**src/rtl/fpu_issue_ctrl.sv**
```systemverilog
// FP issue controller: scoreboard hazard checks, unit start strobes and a
// fixed-latency writeback schedule delivering one result per cycle.
module fpu_issue_ctrl #(
    parameter int LAT_ADD       = 3,
    parameter int LAT_MUL       = 2,
    parameter int LAT_DIV       = 12,
    parameter int LAT_ITOF      = 2,
    parameter int LAT_CMP       = 1,
    parameter int MAX_LAT       = 16,
    parameter int DIV_PIPELINED = 0
) (
    input  logic        CLK,
    input  logic        RST_N,
    input  logic        req_valid,
    output logic        req_ready,
    input  logic [2:0]  req_op,
    input  logic [4:0]  req_fd,
    input  logic [4:0]  req_fs,
    input  logic [4:0]  req_ft,
    output logic        issue_add,
    output logic        issue_mul,
    output logic        issue_div,
    output logic        issue_itof,
    output logic        issue_cmp,
    output logic        sub_sel,
    input  logic [31:0] add_res,
    input  logic [31:0] mul_res,
    input  logic [31:0] div_res,
    input  logic [31:0] itof_res,
    input  logic        cmp_res,
    output logic        wb_valid,
    output logic        wb_cond,
    output logic [4:0]  wb_rd,
    output logic [31:0] wb_data,
    output logic [31:0] fbusy,
    output logic [7:0]  cbusy,
    output logic        idle,
    output logic        err
);

    localparam int LW = $clog2(MAX_LAT + 1);

    localparam logic [2:0] U_ADD  = 3'd0;
    localparam logic [2:0] U_MUL  = 3'd1;
    localparam logic [2:0] U_DIV  = 3'd2;
    localparam logic [2:0] U_ITOF = 3'd3;
    localparam logic [2:0] U_CMP  = 3'd4;

    // Slot k holds the op that writes back k cycles from now; slot 0 is the head.
    logic [MAX_LAT:0] r_v;
    logic [MAX_LAT:0] r_cnd;
    logic [2:0]       r_unit [MAX_LAT:0];
    logic [4:0]       r_rd   [MAX_LAT:0];
    logic [31:0]      r_fbusy;
    logic [7:0]       r_cbusy;
    logic             r_div_busy;
    logic             r_err;

    logic          w_legal;
    logic          w_src;
    logic [2:0]    w_unit;
    logic [LW-1:0] w_lat;
    logic [LW-1:0] w_ins;
    logic          w_is_div;
    logic          w_is_cmp;
    logic          w_src_hz;
    logic          w_dst_hz;
    logic          w_coll;
    logic          w_div_hz;
    logic          w_acc;
    logic [31:0]   w_fset;
    logic [31:0]   w_fclr;
    logic [7:0]    w_cset;
    logic [7:0]    w_cclr;

    always_comb begin
        w_legal = 1'b1;
        w_src   = 1'b0;
        w_unit  = U_ADD;
        w_lat   = '0;
        unique case (req_op)
            3'd0, 3'd1: begin
                w_unit = U_ADD;
                w_lat  = LW'(LAT_ADD);
                w_src  = 1'b1;
            end
            3'd2: begin
                w_unit = U_MUL;
                w_lat  = LW'(LAT_MUL);
                w_src  = 1'b1;
            end
            3'd3: begin
                w_unit = U_DIV;
                w_lat  = LW'(LAT_DIV);
                w_src  = 1'b1;
            end
            3'd4: begin
                w_unit = U_ITOF;
                w_lat  = LW'(LAT_ITOF);
            end
            3'd5: begin
                w_unit = U_CMP;
                w_lat  = LW'(LAT_CMP);
                w_src  = 1'b1;
            end
            default: w_legal = 1'b0;
        endcase
    end

    assign w_is_div = w_legal & (w_unit == U_DIV);
    assign w_is_cmp = w_legal & (w_unit == U_CMP);
    assign w_src_hz = w_src & (r_fbusy[req_fs] | r_fbusy[req_ft]);
    assign w_dst_hz = w_legal &
                      (w_is_cmp ? r_cbusy[req_fd[2:0]] : r_fbusy[req_fd]);
    assign w_coll   = w_legal & r_v[w_lat];
    assign w_div_hz = w_is_div & (DIV_PIPELINED == 0) & r_div_busy;
    assign w_ins    = w_lat - LW'(1);

    // Gating with RST_N keeps strobes quiet while reset is held.
    assign req_ready = RST_N & ~(w_src_hz | w_dst_hz | w_coll | w_div_hz);
    assign w_acc     = req_valid & req_ready;

    assign issue_add  = w_acc & w_legal & (w_unit == U_ADD);
    assign issue_mul  = w_acc & w_legal & (w_unit == U_MUL);
    assign issue_div  = w_acc & w_is_div;
    assign issue_itof = w_acc & w_legal & (w_unit == U_ITOF);
    assign issue_cmp  = w_acc & w_is_cmp;
    assign sub_sel    = issue_add & (req_op == 3'd1);

    assign wb_valid = r_v[0];
    assign wb_cond  = r_v[0] & r_cnd[0];
    assign wb_rd    = r_v[0] ? r_rd[0] : 5'd0;

    always_comb begin
        wb_data = '0;
        if (r_v[0]) begin
            unique case (r_unit[0])
                U_ADD:   wb_data = add_res;
                U_MUL:   wb_data = mul_res;
                U_DIV:   wb_data = div_res;
                U_ITOF:  wb_data = itof_res;
                U_CMP:   wb_data = {31'b0, cmp_res};
                default: wb_data = '0;
            endcase
        end
    end

    assign w_fset = (w_acc & w_legal & ~w_is_cmp) ? (32'd1 << req_fd) : '0;
    assign w_fclr = (r_v[0] & ~r_cnd[0]) ? (32'd1 << r_rd[0]) : '0;
    assign w_cset = (w_acc & w_is_cmp) ? (8'd1 << req_fd[2:0]) : '0;
    assign w_cclr = (r_v[0] & r_cnd[0]) ? (8'd1 << r_rd[0][2:0]) : '0;

    always_ff @(posedge CLK or negedge RST_N) begin
        if (!RST_N) begin
            r_v   <= '0;
            r_cnd <= '0;
            for (int i = 0; i <= MAX_LAT; i++) begin
                r_unit[i] <= U_ADD;
                r_rd[i]   <= '0;
            end
        end else begin
            r_v   <= {1'b0, r_v[MAX_LAT:1]};
            r_cnd <= {1'b0, r_cnd[MAX_LAT:1]};
            for (int i = 0; i < MAX_LAT; i++) begin
                r_unit[i] <= r_unit[i+1];
                r_rd[i]   <= r_rd[i+1];
            end
            if (w_acc & w_legal) begin
                r_v[w_ins]    <= 1'b1;
                r_cnd[w_ins]  <= w_is_cmp;
                r_unit[w_ins] <= w_unit;
                r_rd[w_ins]   <= req_fd;
            end
        end
    end

    always_ff @(posedge CLK or negedge RST_N) begin
        if (!RST_N) begin
            r_fbusy    <= '0;
            r_cbusy    <= '0;
            r_div_busy <= 1'b0;
            r_err      <= 1'b0;
        end else begin
            r_fbusy <= (r_fbusy & ~w_fclr) | w_fset;
            r_cbusy <= (r_cbusy & ~w_cclr) | w_cset;
            r_err   <= r_err | (w_acc & ~w_legal);
            if (w_acc & w_is_div & (DIV_PIPELINED == 0))
                r_div_busy <= 1'b1;
            else if (r_v[0] & (r_unit[0] == U_DIV))
                r_div_busy <= 1'b0;
        end
    end

    assign fbusy = r_fbusy;
    assign cbusy = r_cbusy;
    assign idle  = ~(|r_v) & ~r_div_busy;
    assign err   = r_err;

endmodule

```
**config.mk**
```make
export PLATFORM = sky130hd
export DESIGN_NAME = fpu_issue_ctrl
export DESIGN_NICKNAME = d
export VERILOG_FILES = /design/src/rtl/fpu_issue_ctrl.sv
export SDC_FILE = /design/constraint.sdc
export NUM_CORES = 1
export LEC_CHECK = 0
export CAP_MARGIN = 10
export CORE_ASPECT_RATIO = 0.6
export CORE_MARGIN = 1
export CORE_UTILIZATION = 40
export CTS_CLUSTER_SIZE = 10
export DETAILED_ROUTE_END_ITERATION = 10
export PLACE_DENSITY = 0.74
export SETUP_SLACK_MARGIN = 0.4
export SLEW_MARGIN = 25
export SYNTH_ARGS = -nofsm -noshare
export SYNTH_HDL_FRONTEND = slang
export SYNTH_SLANG_ARGS = --single-unit
export TNS_END_PERCENT = 30
```
**constraint.sdc**
```tcl
create_clock -name CLK -period 7.1 [get_ports CLK]
set_input_delay 0.71 -clock CLK [delete_from_list [all_inputs] [get_ports CLK]]
set_output_delay 0.71 -clock CLK [all_outputs]
set_load 0.005 [all_outputs]
```
# ---- After elaboration in Yosys (flattened, before gate mapping)
# Index checks and enable logic that the tools add are counted.
dict set report op_classes {
  n_bitwise 39
  mux 37
  n_shift 4
  n_addsub 1
  reduce_logical 10
  eq_ne 13
  order_cmp 7
}
# cell count
set op_table {}
lappend op_table {{$pmux 32 s5} 1}
lappend op_table {{$mux 32} 3}
lappend op_table {{$bwmux 85} 1}
lappend op_table {{$mux 80} 1}
lappend op_table {{$shl 1x5->32 const A} 2}
lappend op_table {{$bwmux 51} 1}
lappend op_table {{$mux 48} 1}
lappend op_table {{$mux 17} 2}
lappend op_table {{$and 32x32->32} 1}
lappend op_table {{$not 32->32} 1}
lappend op_table {{$or 32x32->32} 1}
lappend op_table {{$lt 5x6->1 const B} 5}
lappend op_table {{$demux 5 s5} 1}
lappend op_table {{$and 1x1->1} 21}
lappend op_table {{$bmux 1 s5} 4}
lappend op_table {{$eq 3x2->1 const B} 6}
lappend op_table {{$bwmux 17} 1}
lappend op_table {{$or 16x17->17} 1}
lappend op_table {{$reduce_or 17->1} 1}
lappend op_table {{$mux 8} 2}
lappend op_table {{$pmux 4 s4} 1}
lappend op_table {{$shl 1x3->8 const A} 2}
lappend op_table {{$demux 3 s5} 1}
lappend op_table {{$eq 3x3->1 const B} 4}
lappend op_table {{21 further kinds} 46}
dict set report totals {
  elab_cells 151
  output_inout_bits 88
  in_bits 150
  reg_bits 212
}

# ---- Longest topological paths before layout
# Gate-level depths: netlist of the first run.
dict set report logic_depth {
  depth_word 16
  ltp_mapped 10
  depth_no_buf 8
}

# ---- Worst setup path after synthesis of the first run
# Ideal clock, no wire load.
dict set report synth_timing {
  kind {input to output}
  startpoint {input port req_fs[0]}
  endpoint {output port sub_sel}
  cell_stages 9
  required_ps 6390
  path_buffers 2
  slack_ps 3413
  arrival_time_ps 2977
  cell_sequence {buf_2 mux4_2 nor4b_1 a311oi_1 and4_4 nor3_2 o211ai_1 clkbuf_1 nor3_1}
}
dict set report synth_via {
  elab_chain_cells 13
}
# element line
set synth_rtl {}
lappend synth_rtl {{from (decl)} 18} ;# input logic [4:0] req_fs,
lappend synth_rtl {{$bmux 1 s5} 112} ;# assign w_src_hz = w_src & (r_fbusy[req_fs] | r_fbusy[req_ft]);
lappend synth_rtl {{$mux 1 (implied by the code)} 112}
lappend synth_rtl {{$or 1x1->1} 112}
lappend synth_rtl {{$and 1x1->1} 112}
lappend synth_rtl {{$or 1x1->1 (3 in a row)} 120} ;# assign req_ready = RST_N & ~(w_src_hz | w_dst_hz | w_coll | w_div_hz);
lappend synth_rtl {{$not 1->1} 120}
lappend synth_rtl {{$and 1x1->1} 120}
lappend synth_rtl {{$and 1x1->1} 121} ;# assign w_acc = req_valid & req_ready;
lappend synth_rtl {{$and 1x1->1 (2 in a row)} 123} ;# assign issue_add = w_acc & w_legal & (w_unit == U_ADD);
lappend synth_rtl {{$and 1x1->1} 128} ;# assign sub_sel = issue_add & (req_op == 3'd1);
lappend synth_rtl {{to (decl)} 25} ;# output logic sub_sel,
# No other way between the ends. The select of a mux whose other input is x is not followed.

# ---- Worst setup path in the final report of the first run
dict set report layout_timing {
  startpoint {input port req_fd[0]}
  endpoint {output port sub_sel}
}
dict set report layout_via {
  elab_chain_cells 13
  elab_cells_between_ends 15
  cone_classes {5 x mux; 10 x bitwise}
}
# element line
set layout_rtl {}
lappend layout_rtl {{from (decl)} 17} ;# input logic [4:0] req_fd,
lappend layout_rtl {{$bmux 1 s5 or $bmux 1 s3 (tied branches)} 114} ;# (w_is_cmp ? r_cbusy[req_fd[2:0]] : r_fbusy[req_fd]);
lappend layout_rtl {{$mux 1 (implied by the code)} 114}
lappend layout_rtl {{$mux 1 (*)} 114}
lappend layout_rtl {{$and 1x1->1 (*)} 113} ;# assign w_dst_hz = w_legal &
lappend layout_rtl {{$or 1x1->1 (*) (3 in a row)} 120}
lappend layout_rtl {{$not 1->1 (*)} 120}
lappend layout_rtl {{$and 1x1->1 (*)} 120}
lappend layout_rtl {{$and 1x1->1 (*)} 121}
lappend layout_rtl {{$and 1x1->1 (*) (2 in a row)} 123}
lappend layout_rtl {{$and 1x1->1 (*)} 128}
# Every way passes the cells marked *; elsewhere a longest branch is shown, timed or not. The select of a mux whose other input is x is not followed.

==> results of run 1 <==
[per-stage QoR]
stage / utilization, % / std cells / setup WS, ps / area [um^2] / power [mW]
global route: 55.1 / 1263 / 1280 / 12400 / 2.63
global placement: 52.1 / 1232 / 1650 / 11700 / 1.46
floorplan: - / 802 / 3410 / 9350 / 1.32
detailed placement: 52.1 / 1232 / 1560 / 11700 / 1.46
CTS: 55.1 / 1261 / 1560 / 12400 / 2.56
finish: 55.1 / 1263 / 1500 / 12400 / 2.53
[area by class of cell]
class                   count  area (um^2)
fillers                  1870        10100
flip-flops and latches    212         5310
multi-input cells         459         3550
repair buffers            246         2440
clock buffers              27          643
well taps                 308          385
clock inverters             2         27.5
inverters                   7         26.3
diodes                      2         5.00
[state kept, by name (all words and copies together) (netlist names)]
name,flops
r_v,17
cbusy,8
r_rd,85
fbusy,32
r_unit,51
r_div_busy,1
r_cnd,17
err,1
[power breakdown]
group / leakage (nW) / internal, mW / switching, mW / total, mW
logic: 2.26 / 0.114 / 0.104 / 0.217
clock network: 0.326 / 0.636 / 0.451 / 1.09
registers: 2.75 / 1.22 / 0.00865 / 1.23
[synth_stat cells, drive strengths merged (2+ instances only)]
cell / count
a21oi: 33
a22oi: 66
and2: 26
and3: 2
and4: 3
buf: 11
clkbuf: 113
dfrtp: 212
inv: 7
mux2: 49
mux2i: 26
mux4: 17
nand2: 27
nand2b: 17
nand3: 7
nand3b: 7
nand4: 7
nor2: 19
nor2b: 11
nor3: 8
nor3b: 2
nor4: 7
nor4b: 3
o211ai: 2
o21ai: 42
o22ai: 5
o31ai: 36
o32ai: 2
o41ai: 4
or2: 7
or3: 7
or3b: 2
or4: 3
[how the worst max path moves through the flow]
stage | startpoint | endpoint | slack [ps]
after floorplan | req_fs[0] | sub_sel | 3410
after global placement | req_fd[0] | sub_sel | 1650
after detailed placement | req_fd[0] | sub_sel | 1560
after CTS | req_fd[0] | sub_sel | 1560
after global routing | req_fd[0] | sub_sel | 1280
final | req_fd[0] | sub_sel | 1500
[cell families (layout without fill, tap and decap cells)]
kind of cell | Yosys count | after routing | share of synthesized area [%]
AO/OA/AOI/OAI | 198 | 198 | 14.0
XOR/XNOR | 1 | 1 | 0.0937
adder cells (fa/ha/maj) | 1 | 1 | 0.134
buffers and inverters | 131 | 282 | 5.42
flip-flops | 212 | 212 | 56.8
multiplexers | 92 | 92 | 13.0
other | 0 | 2 | 0
AND/OR/NAND/NOR | 167 | 167 | 10.7
[worst reg2reg max path: stages (launching register included)]
cell and delay [ps]:
dfrtp_1 470, mux4_2 500, mux2i_1 180, nor2_1 80
a211o_1 310, nor4_2 720, nand4_1 830, mux2_2 540
[routing by layer]
layer	vias up	share of wire, %	global-route usage [%]	wire length [um]
li1	3155	-	-	-
met1	3568	43	35.2	12600
met2	395	43	34.0	12700
met3	50	12	9.01	3650
met4	0	2.3	7.20	685
met5	-	0	0	0
==> results.json, run 1 <==
{
  "dr.pass1.iters": 5,
  "critPathTopFamily": "buffers and inverters",
  "r2r-start": "fbusy[27]",
  "area_growth_pct": 32.5,
  "ir_drop_mv": 0.188,
  "postRouteWirelength_um": 29700,
  "path_common_cell": "clkdlybuf4s50_1",
  "layout.cells.most_common": "clkdlybuf4s50_1",
  "critPathMaxFanout": 21,
  "grt_setup_unrepaired": "no",
  "hold_violations": 0,
  "postCtsHoldBufs": 0,
  "skew_ps": 15.7,
  "cts.clk_slew.worst_paths_ps": 50,
  "wl_per_cell_um": 23.5,
  "r2r_end": "r_rd[34]",
  "yosys.area.top_type_share_pct": 56.8,
  "setup_viol_count_final": 0,
  "yosys.area.top_type": "dfrtp_1",
  "cp.depth": 10,
  "maxCapViolCount": 0,
  "grt.overflow.total": 0,
  "cts_resized": 0,
  "start_util_pct": 41.6,
  "syn_nets": 953,
  "synth-edff-count": 0,
  "synthArstFlopShare_pct": 100,
  "leakagePower_nw": 5.33,
  "grt_max_degree": 86,
  "path_cells": "clkdlybuf4s50_1 > mux4_2 > mux2i_1 > nor2_1 > a211o_1 > nor4_2 > o211ai_1 > buf_4 > nor3_1 > clkdlybuf4s50_1",
  "ios": 238,
  "fin_crit_ps": 5600,
  "port_buffers": 237,
  "htreeDepth": 1,
  "post_cts_buffers": 0,
  "drive_above_1_share_pct": 13.0,
  "nNetsFinal": 1102,
  "die-area_um2": 24000,
  "critPathSlowestCell": "clkdlybuf4s50_1",
  "cts_tree": "built",
  "numCtsBuffers": 25,
  "syn_avg_cell_area_um2": 11.7,
  "fp.dieW_um": 199,
  "crit_buf_inv": 3,
  "final_antenna_net_count": 0,
  "track_usage_pct": 24.4,
  "crit_arrival_ps": 4890,
  "dr.first_iter.drc_count": 786,
  "gp_congestion": 0.958,
  "r2r_slack_ps": 3350,
  "synthFlopType": "dfrtp_1",
  "p_per_area_nw_per_um2": 205,
  "die_h_um": 120,
  "outcome": "finished clean",
  "critPathMaxStageDelay_ps": 1120,
  "ys_top_cells_by_area": "dfrtp_1, a22oi_1, mux2_2, clkbuf_1, mux4_2",
  "crit_type": "input pin to output port",
  "fin_hold_ws_ps": 187,
  "root_buffer": "clkbuf_16",
  "finalCritPeriodShare_pct": 78.9,
  "drc": 0,
  "synth.distinct_cells": 54,
  "avgViaCountPerCell": 5.68,
  "slew_viol_final": 0,
  "core_area_um2": 22500,
  "antenna_found_initial": 2,
  "syn-cell-area_um2": 9350,
  "grt_first_pass_wirelength_um": 42900,
  "yosysWarnings": 0,
  "cts_buffer_depth": 3,
  "tightest_slew_ps": 994,
  "seq_area_frac_synth_pct": 56.8,
  "hold_path.class": "input pin to async pin",
  "worst_slew_margin_rel_pct": 32.8,
  "vias": 7168,
  "grt_pass1_vias": 6876,
  "syn_inst": 802,
  "startpoint_type": "input pin",
  "cts.sinks": 212,
  "clk_latency_ps": 520,
  "endpoint_kind": "output port",
  "mostFrequentLayoutCells": "clkdlybuf4s50_1, dfrtp_1, a22oi_1, mux2_2, o21ai_0",
  "dpl.hpwl_um": 22000,
  "worstPathRequired_ps": 6390,
  "reg2regPathDepth": 7,
  "tns_ps": 0,
  "ys_seq_elements": 212,
  "rows": 42,
  "max_freq_mhz": 178
}
Power figures use the tool's default switching activity.
==> run 2: changes to the inputs <==
- PLACE_DENSITY: 0.74 -> 0.77
- clock period: 7.1 -> 5.03 ns (I/O delays scaled with it)
==> results.json, run 2 (synthesized netlist as in run 1, its figures left out) <==
{
  "critPathTopFamily": "buffers and inverters",
  "crit_arrival_ps": 3860,
  "total_power_mw": 3.59,
  "area_growth_pct": 33.4,
  "ios": 238,
  "path_cells": "clkdlybuf4s50_1 > inv_1 > nor2_1 > or3_1 > o22ai_1 > nor4_2 > o211ai_1 > buf_4 > nor2_1 > clkdlybuf4s50_1",
  "placed_area_um2": 11800,
  "grt_first_pass_wirelength_um": 43400,
  "worst_slew_margin_rel_pct": 41.0,
  "gp_congestion": 0.964,
  "numCtsBuffers": 25,
  "die_h_um": 120,
  "grt_pass1_vias": 6876,
  "setup_viol_count_final": 0,
  "max_freq_mhz": 229,
  "fp.dieW_um": 199,
  "track_usage_pct": 24.5,
  "cts.sinks": 212,
  "fin_ws_ps": 663,
  "ir_drop_mv": 0.209,
  "die-area_um2": 24000,
  "maxCapViolCount": 0,
  "fin_hold_ws_ps": 335,
  "nNetsFinal": 1111,
  "slew_viol_final": 0,
  "cts_tree": "built",
  "rows": 42,
  "reg2regPathDepth": 7,
  "r2r_slack_ps": 1400,
  "crit_type": "input pin to output port",
  "final_area_um2": 12500,
  "post-route-util_pct": 55.4,
  "dr.first_iter.drc_count": 635,
  "top_register": "r_rd",
  "grt_max_degree": 90,
  "postRouteWirelength_um": 29900,
  "place_ws_ps": 711,
  "final_antenna_net_count": 0,
  "layout.cells.most_common": "clkdlybuf4s50_1",
  "leakagePower_nw": 5.38,
  "hold_path.class": "flop to flop",
  "cts_buffer_depth": 3,
  "worstPathRequired_ps": 4530,
  "drc": 0,
  "grt.overflow.total": 0,
  "antenna_found_initial": 0,
  "critPathMaxFanout": 12,
  "startpoint_type": "input pin",
  "placedCellCount": 1240,
  "endpoint_kind": "output port",
  "clk_latency_ps": 520,
  "p_per_area_nw_per_um2": 288,
  "dpl.hpwl_um": 22100,
  "crit_buf_inv": 4,
  "cp.depth": 10,
  "grt_setup_unrepaired": "no",
  "root_buffer": "clkbuf_16",
  "dr.pass1.iters": 5,
  "core_area_um2": 22500,
  "cp-startpoint": "req_op[2]",
  "tightest_slew_ps": 881,
  "final_cells": 1269,
  "largest_reg_flops": 85,
  "endpoint": "issue_cmp",
  "skew_ps": 18.9,
  "critPathMaxStageDelay_ps": 790,
  "fin_crit_ps": 4370,
  "avgViaCountPerCell": 5.67,
  "antenna_cells": 0,
  "cts.clk_slew.worst_paths_ps": 50,
  "min_from": "r_rd[23]",
  "outcome": "finished clean",
  "wl_per_cell_um": 23.5,
  "mostFrequentLayoutCells": "clkdlybuf4s50_1, dfrtp_1, a22oi_1, mux2_2, o21ai_0",
  "critPathSlowestCell": "clkdlybuf4s50_1",
  "n_fill_cell": 1870,
  "finalCritPeriodShare_pct": 86.8,
  "port_buffers": 237,
  "r2r_end": "r_rd[80]",
  "vias": 7199,
  "htreeDepth": 1,
  "hold_violations": 0,
  "r2r-start": "fbusy[27]",
  "drive_above_1_share_pct": 13.7,
  "start_util_pct": 41.6,
  "tns_ps": 0
}
-- run 2: cell count changes in the layout (fill, tap and decap cells not counted), sizes merged --
cell / previous run / this run
buf: 9 / 17
diode: 2 / 0
clkbuf: 28 / 27
clkinv: 0 / 1
clkinvlp: 1 / 0
dlygate4sd3: 0 / 1
-- run 2: area by class of cell --
cell class | count | area, um^2 | area share, %
flip-flops and latches | 212 | 5310 | 42.5
multi-input cells | 459 | 3570 | 28.6
repair buffers | 255 | 2520 | 20.2
clock buffers | 26 | 639 | 5.13
well taps | 308 | 385 | 3.09
clock inverters | 2 | 28.8 | 0.231
inverters | 7 | 26.3 | 0.211
-- run 2: worst min path at each step --
stage                      end  slack [ps]  cells past startpoint
floorplan             cbusy[0]         210                      0
global placement      r_cnd[3]         330                      0
detailed placement    r_rd[35]         330                      0
CTS                   r_rd[41]         350                      0
global route        r_unit[39]         350                      0
finish                r_rd[18]         330                      0
-- run 2: repair_timing --
action                                 CTS  global route
endpoints found under the hold margin   54             0
gates resized for setup                  0             0
buffers inserted                         0             0
hold buffers                             1             0
-- run 2: routing by layer --
metal	part of all wire, %	routed length (um)	global-route usage (%)
met1	42	12600	34.0
met2	43	12800	35.8
met3	13	3850	9.99
met4	2.1	638	5.92
met5	0	0	0
-- run 2: power breakdown --
group          internal [mW]  switching [mW]  total [mW]
clock                  0.897           0.645        1.54
combinational          0.164           0.147       0.312
sequential              1.72          0.0115        1.73
total                   2.78           0.804        3.59
==> run 3: changes to the inputs <==
- SLEW_MARGIN: 25 -> 20
==> results of run 3 <==
Final layout, timing and power as in run 2 (identical DEF).
